===== config.mk =====
export PLATFORM = sky130hd
export DESIGN_NAME = panel_key_sequencer
export DESIGN_NICKNAME = d
export VERILOG_FILES = /design/src/rtl/panel_key_sequencer.sv
export SDC_FILE = /design/constraint.sdc
export NUM_CORES = 1
export LEC_CHECK = 0
export CELL_PAD_IN_SITES_DETAIL_PLACEMENT = 0
export CELL_PAD_IN_SITES_GLOBAL_PLACEMENT = 2
export CORE_ASPECT_RATIO = 1.1
export CORE_MARGIN = 10
export CORE_UTILIZATION = 31
export CTS_CLUSTER_DIAMETER = 40
export CTS_CLUSTER_SIZE = 28
export DETAILED_ROUTE_END_ITERATION = 10
export PLACE_DENSITY = 0.86
export SYNTH_ARGS = -nofsm -noshare
export SYNTH_HDL_FRONTEND = slang
export SYNTH_SLANG_ARGS = --single-unit

===== constraint.sdc =====
create_clock -name clk -period 2.3 [get_ports clk]
set_input_delay 0.69 -clock clk [delete_from_list [all_inputs] [get_ports clk]]
set_output_delay 0.69 -clock clk [all_outputs]
set_load 0.01 [all_outputs]

===== src/rtl/panel_key_sequencer.sv =====
// rtl/panel_key_sequencer.sv - front-panel key arbitration, interlock and request handshake
module panel_key_sequencer #(
  parameter int HOLD_CYCLES = 100000,
  parameter int ACK_TIMEOUT = 0
) (
  input  logic       clk,
  input  logic       rst,
  input  logic       start,
  input  logic       load_addr,
  input  logic       dep,
  input  logic       exam,
  input  logic       cont,
  input  logic       stop,
  input  logic       sing_step,
  input  logic       sing_inst,
  input  logic       run,
  input  logic       key_ack,
  output logic       key_valid,
  output logic [2:0] key_code,
  output logic       key_reject,
  output logic       ack_timeout,
  output logic       sing_step_mode,
  output logic       sing_inst_mode
);

  typedef enum logic [1:0] {IDLE, ISSUE, WAIT_RELEASE} state_t;

  localparam logic [23:0] HOLD_LIM = 24'(HOLD_CYCLES);
  localparam logic [23:0] TOUT_LIM = 24'(ACK_TIMEOUT);
  localparam logic [23:0] TMAX     = 24'hFF_FFFF;

  state_t      state, state_n;
  logic [5:0]  keys, prev, press;
  logic [2:0]  win;
  logic        any_press, accept;
  logic [23:0] timer, timer_n, timer_inc;
  logic        valid_n, reject_n, tout_n;
  logic [2:0]  code_n;

  // Bit index equals the key code, so the winner encodes directly.
  assign keys      = {stop, cont, exam, dep, load_addr, start};
  assign press     = keys & ~prev;
  assign any_press = |press;
  // STOP is the only key honoured while running, and the only one refused while halted.
  assign accept    = any_press && (run ? press[5] : !press[5]);
  assign timer_inc = (timer == TMAX) ? timer : timer + 24'd1;

  // Previous key levels track the inputs even in reset so a held key cannot fire on release.
  always_ff @(posedge clk) begin
    prev <= keys;
  end

  // Priority pick: STOP first, then lowest code wins.
  always_comb begin
    win = 3'd0;
    if (press[5])      win = 3'd5;
    else if (press[0]) win = 3'd0;
    else if (press[1]) win = 3'd1;
    else if (press[2]) win = 3'd2;
    else if (press[3]) win = 3'd3;
    else if (press[4]) win = 3'd4;
  end

  // Next-state and next-output logic for the request sequencer.
  always_comb begin
    state_n  = state;
    valid_n  = key_valid;
    code_n   = key_code;
    reject_n = 1'b0;
    tout_n   = ack_timeout;
    timer_n  = timer;
    case (state)
      IDLE: begin
        if (any_press) begin
          timer_n = 24'd0;
          if (accept) begin
            valid_n = 1'b1;
            code_n  = win;
            state_n = ISSUE;
          end else begin
            reject_n = 1'b1;
            state_n  = WAIT_RELEASE;
          end
        end
      end
      ISSUE: begin
        timer_n = timer_inc;
        if (key_ack) begin
          valid_n = 1'b0;
          timer_n = 24'd0;
          state_n = WAIT_RELEASE;
        end else if ((TOUT_LIM != 24'd0) && (timer_inc >= TOUT_LIM)) begin
          valid_n = 1'b0;
          tout_n  = 1'b1;
          timer_n = 24'd0;
          state_n = WAIT_RELEASE;
        end
      end
      WAIT_RELEASE: begin
        if (|keys) begin
          timer_n = 24'd0;
        end else begin
          timer_n = timer_inc;
          if (timer_inc >= HOLD_LIM) state_n = IDLE;
        end
      end
      default: state_n = IDLE;
    endcase
  end

  // State and request registers.
  always_ff @(posedge clk) begin
    if (rst) begin
      state       <= IDLE;
      key_valid   <= 1'b0;
      key_code    <= 3'd0;
      key_reject  <= 1'b0;
      ack_timeout <= 1'b0;
      timer       <= 24'd0;
    end else begin
      state       <= state_n;
      key_valid   <= valid_n;
      key_code    <= code_n;
      key_reject  <= reject_n;
      ack_timeout <= tout_n;
      timer       <= timer_n;
    end
  end

  // Toggle switch levels are registered untouched.
  always_ff @(posedge clk) begin
    if (rst) begin
      sing_step_mode <= 1'b0;
      sing_inst_mode <= 1'b0;
    end else begin
      sing_step_mode <= sing_step;
      sing_inst_mode <= sing_inst;
    end
  end

endmodule


# After elaboration in Yosys (flattened, before gate mapping)

Cells that the tools add are included.

Order comparisons: 1
Reductions and logical operators: 12
$add $sub $neg: 1
Bitwise operators: 4
Multiplexer cells: 23
Eq/ne operators: 8

Operator list:

| operator                                                             | count |
|---|---|
| 2-to-1 mux 24 bit                                                    | 4 |
| case mux 24 bit (3 select lines)                                     | 1 |
| adder 24 x 1 -> 24 bit (second input constant)                       | 1 |
| == test 24 bit (second input constant)                               | 1 |
| greater-or-equal comparator 24 x 17 -> 1 bit (second input constant) | 1 |
| 2-to-1 mux 3 bit                                                     | 6 |
| OR reduction 6 bit                                                   | 2 |
| 2-to-1 mux 2 bit                                                     | 5 |
| inequality test 2 bit (second input constant)                        | 5 |
| AND reduction 4 bit                                                  | 2 |
| bitwise AND 6 bit                                                    | 1 |
| inverter 6 bit                                                       | 1 |
| case mux 2 bit (3 select lines)                                      | 1 |
| 2-to-1 mux 1 bit                                                     | 5 |
| AND reduction 3 bit                                                  | 1 |
| nonzero test 3 bit                                                   | 1 |
| OR reduction 3 bit                                                   | 1 |
| == test 2 x 1 -> 1 bit (second input constant)                       | 1 |
| == test 2 bit (second input constant)                                | 1 |
| logical NOT 2 bit                                                    | 1 |
| inverter 1 bit                                                       | 2 |
| case mux 1 bit (2 select lines)                                      | 1 |
| AND reduction 2 bit                                                  | 1 |
| nonzero test 2 bit                                                   | 1 |
| other kinds (2)                                                      | 2 |

Bits in registers: 39
Logic and storage cells: 57
Output and inout bits: 8

# Longest topological paths before layout

Depth after elaboration: 8
Mapped depth: 10
Gate-level depth less buffers: 8

# Worst setup path before layout

Ideal clock, no wire load.

Path kind: input-to-reg
From: in load_addr
To: reg timer[0]
Setup slack: -0.070 ns
Setup time: 0.128 ns
Data required time: 2.172 ns
Stages: 8
Arrival: 2.242 ns
Buffers on the path: 1
Path through: nor2b_1 -> nor4b_1 -> nand3_1 -> nand3b_1 -> buf_2 -> o21ai_0 -> a21oi_1 -> nor2_1

Longest elaborated chain between the ends: 4

Ends and longest elaborated chain:

| element                                | RTL line | RTL |
|---|---|---|
| from (decl)                            | 9        | `input logic load_addr,` |
| bitwise AND 6 bit                      | 42       | `assign press = keys & ~prev;` |
| OR reduction 6 bit                     | 43       | `assign any_press = \|press;` |
| inequality test 2 bit (no source line) | -        |  |
| AND reduction 2 bit (no source line)   | -        |  |
| to (signal assigned)                   | 126      | `timer <= timer_n;` |
| to (decl)                              | 36       | `logic [23:0] timer, timer_n, timer_inc;` |

Several ways; a longest one is shown, not always the timed one.
A chain may end at the register's enable or synchronous reset.

# Final worst setup path

From: in cont
To: reg timer[15]

Longest elaborated chain between the ends: 4

Ends and longest elaborated chain:

| element                                | RTL line | RTL |
|---|---|---|
| from (decl)                            | 12       | `input logic cont,` |
| bitwise AND 6 bit                      | 42       |  |
| OR reduction 6 bit                     | 43       |  |
| inequality test 2 bit (no source line) | -        |  |
| AND reduction 2 bit (no source line)   | -        |  |

Several ways; a longest one is shown, not always the timed one.

==> qor.yml <==
logic_synthesis:
  synth-async-reset-ratio_pct: 0
  syn_avg_cell_area_um2: 7.91
  synthCells: 302
  synth_flop_cell: "dfxtp_1"
  yosys.area_share.simple_pct: 31.8
  synth_cell_types: 57
  yosysWarnings: 0
  synth_xor_area_share_pct: 1.83
  synth_compound_area_share_pct: 24.1
  muxShareOfSynthArea_pct: 1.68
  synth_fa_ha_area_share_pct: 2.10
  synth_nets: 318
  syn_area_um2: 2390
  synth_edf_count: 0
  synth-seq-area-share_pct: 32.7
  ys_ff_latch: 39
  synth_top_family_by_area: "simple AND/OR/NAND/NOR gates"
sta:
  setup_tns_ps: 0
  rsz0062_at_grt: "true"
  fmax_mhz: 447
  fin_crit_sh_pct: 97.3
  slew_violations: 0
  setup_viol: 0
  period_needed_ps: 2240
  finalHoldViolCount: 0
  whs_ps: 499
  setup_slack_ps: 61.4
  skew_ps: 6.11
cells_and_area:
  layout_common_cells: "buf_4, dfxtp_1, nor2_1"
  antenna_cells: 0
  fin_cells: 483
  finalNetCount: 393
  syn_to_final_growth_pct: 44.6
  layout_commonest_cell: "buf_4"
  drive_above_1_share_pct: 33.1
critical_path:
  critPathSlowestCell: "or3_1"
  end_kind: "register"
  crit_top_cell: "buf_6"
  cp_top_family: "simple AND/OR/NAND/NOR gates"
  start_kind: "input port"
  path_buf_inv: 3
  critPathKind: "input port to register"
  cp.required_ps: 2540
  crit_fanout: 6
  cpPeakStageDelay_ps: 370
  arrival_ps: 2480
  path_cells: "dlygate4sd2_1, nor4_4, a31oi_4, nand3b_1, buf_6, buf_6, or3_1, a21oi_2"
detailed_routing:
  drt-initial-drc-count: 125
  drt-met1-wl_mm: 3.18
  postRouteAntennaNets: 0
  highest_layer: "met4"
  wire_per_inst_um: 14.9
  wl_met3_um: 284
  wl_mm: 7.22
  drc: 0
  first_pass_iters: 4
  vias: 2537
  wl_met2_mm: 3.69
  via_per_inst: 5.25
die:
  core_um2: 7470
  initial_utilization_pct: 32.0
  ios: 20
  die_w_um: 104
  rows: 33
  fp.dieH_um: 112
  dieArea_um2: 11600
power_and_ir_drop:
  power_uw: 1970
  internal_power_uw: 1290
  power_density_nw_per_um2: 570
  p_clk_share_pct: 24.7
  p_comb_share_pct: 38.1
  leakage_uw: 0.00131
  netSwitchingFraction_pct: 34.4
  power_frac_seq_pct: 37.1
  peakVddDrop_v: 0.000259
  p_sw_uw: 678
grt:
  grt-ovfl-total: 0
  grt_pass1_wl_mm: 11.9
  antenna_found_initial: 0
  grt_pass1_vias: 2419
  grt_max_degree: 18
  grtUsageTotal_pct: 11.9
clock_tree:
  cts-root-to-sink-buffers: 2
  cts_sinks: 39
  clockRootBuffer: "clkbuf_8"
  cts_buffers: 5
  clk_pin_slew_ps: 90
  htreeDepth: 2
  cts_tree: "done"
  worst_skew_pair.late_latency_ps: 300
placement:
  dp.cells: 466
  portBuffers: 18
  place_ws_ps: -460
  post-dp-hpwl_mm: 5.09
  gp_congestion: 0.835
flow_run:
  maxCapViolCount: 0
run_status:
  status: "completed"
hold_path:
  hold_class: "register to register"
power groups by stage:
stage	sequential, uW	combinational (uW)	clock, uW
final	732	751	487
after detailed placement	746	685	0
after global routing	736	812	533
after CTS	732	719	507
after floorplan	756	330	0
after global placement	745	677	0
registers in the layout, summed over array words and instances, names as in the netlist:
signal	count
timer	24
key_valid	1
sing_inst_mode	1
sing_step_mode	1
key_reject	1
state	2
key_code	3
prev	6
metal layers:
| metal | GRT usage [%] | up-vias |
|---|---|---|
| li1 | - | 1271 |
| met1 | 14.9 | 1208 |
| met2 | 20.7 | 52 |
| met3 | 2.40 | 6 |
| met4 | 2.60 | 0 |
| met5 | 0 | - |
cell families after synthesis:
group,count (synthesis)
AND/OR/NAND/NOR,135
multiplexers,4
other,1
XOR/XNOR,5
adder cells (fa/ha/maj),4
buffers and inverters,27
AO/OA/AOI/OAI,87
flip-flops,39
cell type report:
cell class	count	area, um^2
fillers	750	4020
well taps	105	131
multi-input cells	236	1660
repair buffers	90	772
clock buffers	5	68.8
flip-flops and latches	39	787
inverters	5	18.8
clock inverters	3	20.0
per-stage QoR:
step / cell area (um^2) / utilization, %
global placement: 3090 / 41.3
detailed placement: 3090 / 41.3
CTS: 3280 / 43.8
floorplan: 2390 / -
global route: 3450 / 46.2
finish: 3450 / 46.2
worst min-delay path: stages (launching register included):
cell	delay [ps]
dfxtp_1	320
nor2_1	100
nor3_1	40
cells in the mapped netlist (all sizes together), types with 2 or more instances:
master    n  area [um^2]
mux2i     4         40.0
or3       6         37.5
inv       5         18.8
a311oi    6         52.6
o2111ai   2         17.5
nand3b    3         22.5
nor3     12         65.1
a21oi    25          125
clkbuf    8         30.0
nand4    10         83.8
nand2    20         75.1
nand3    10         50.1
a211oi    2         15.0
xnor2     4         35.0
and3      7         43.8
or2       2         12.5
ha        4         50.1
a22oi     4         30.0
and2      3         18.8
nor4b     3         41.3
o211ai    4         35.0
and4      4         36.3
nor2b    11         68.8
nor3b     4         30.0
dfxtp    39          781
a2bb2oi   2         23.8
nor4      5         31.3
buf      14         86.3
nor2     32          120
a31oi    10         62.6
o21ai    21          105
final timing paths:
check               from          end  slack [ps]  cells after the start
max                 cont    timer[15]          60                      8
min          key_code[2]  key_code[2]         500                      2
min reg2reg  key_code[2]  key_code[2]         500                      2
max reg2reg     timer[0]     state[1]          80                      9
repair_timing:
action / 4_1_cts / 5_1_grt
endpoints found under the setup margin: 20 / 20
pin swaps: 6 / 14
cloned: 2 / 0
buffers inserted: 4 / 3
hold buffers: 0 / 0
resized for setup: 22 / 43
Note: power is estimated with default switching activity, not from simulation.
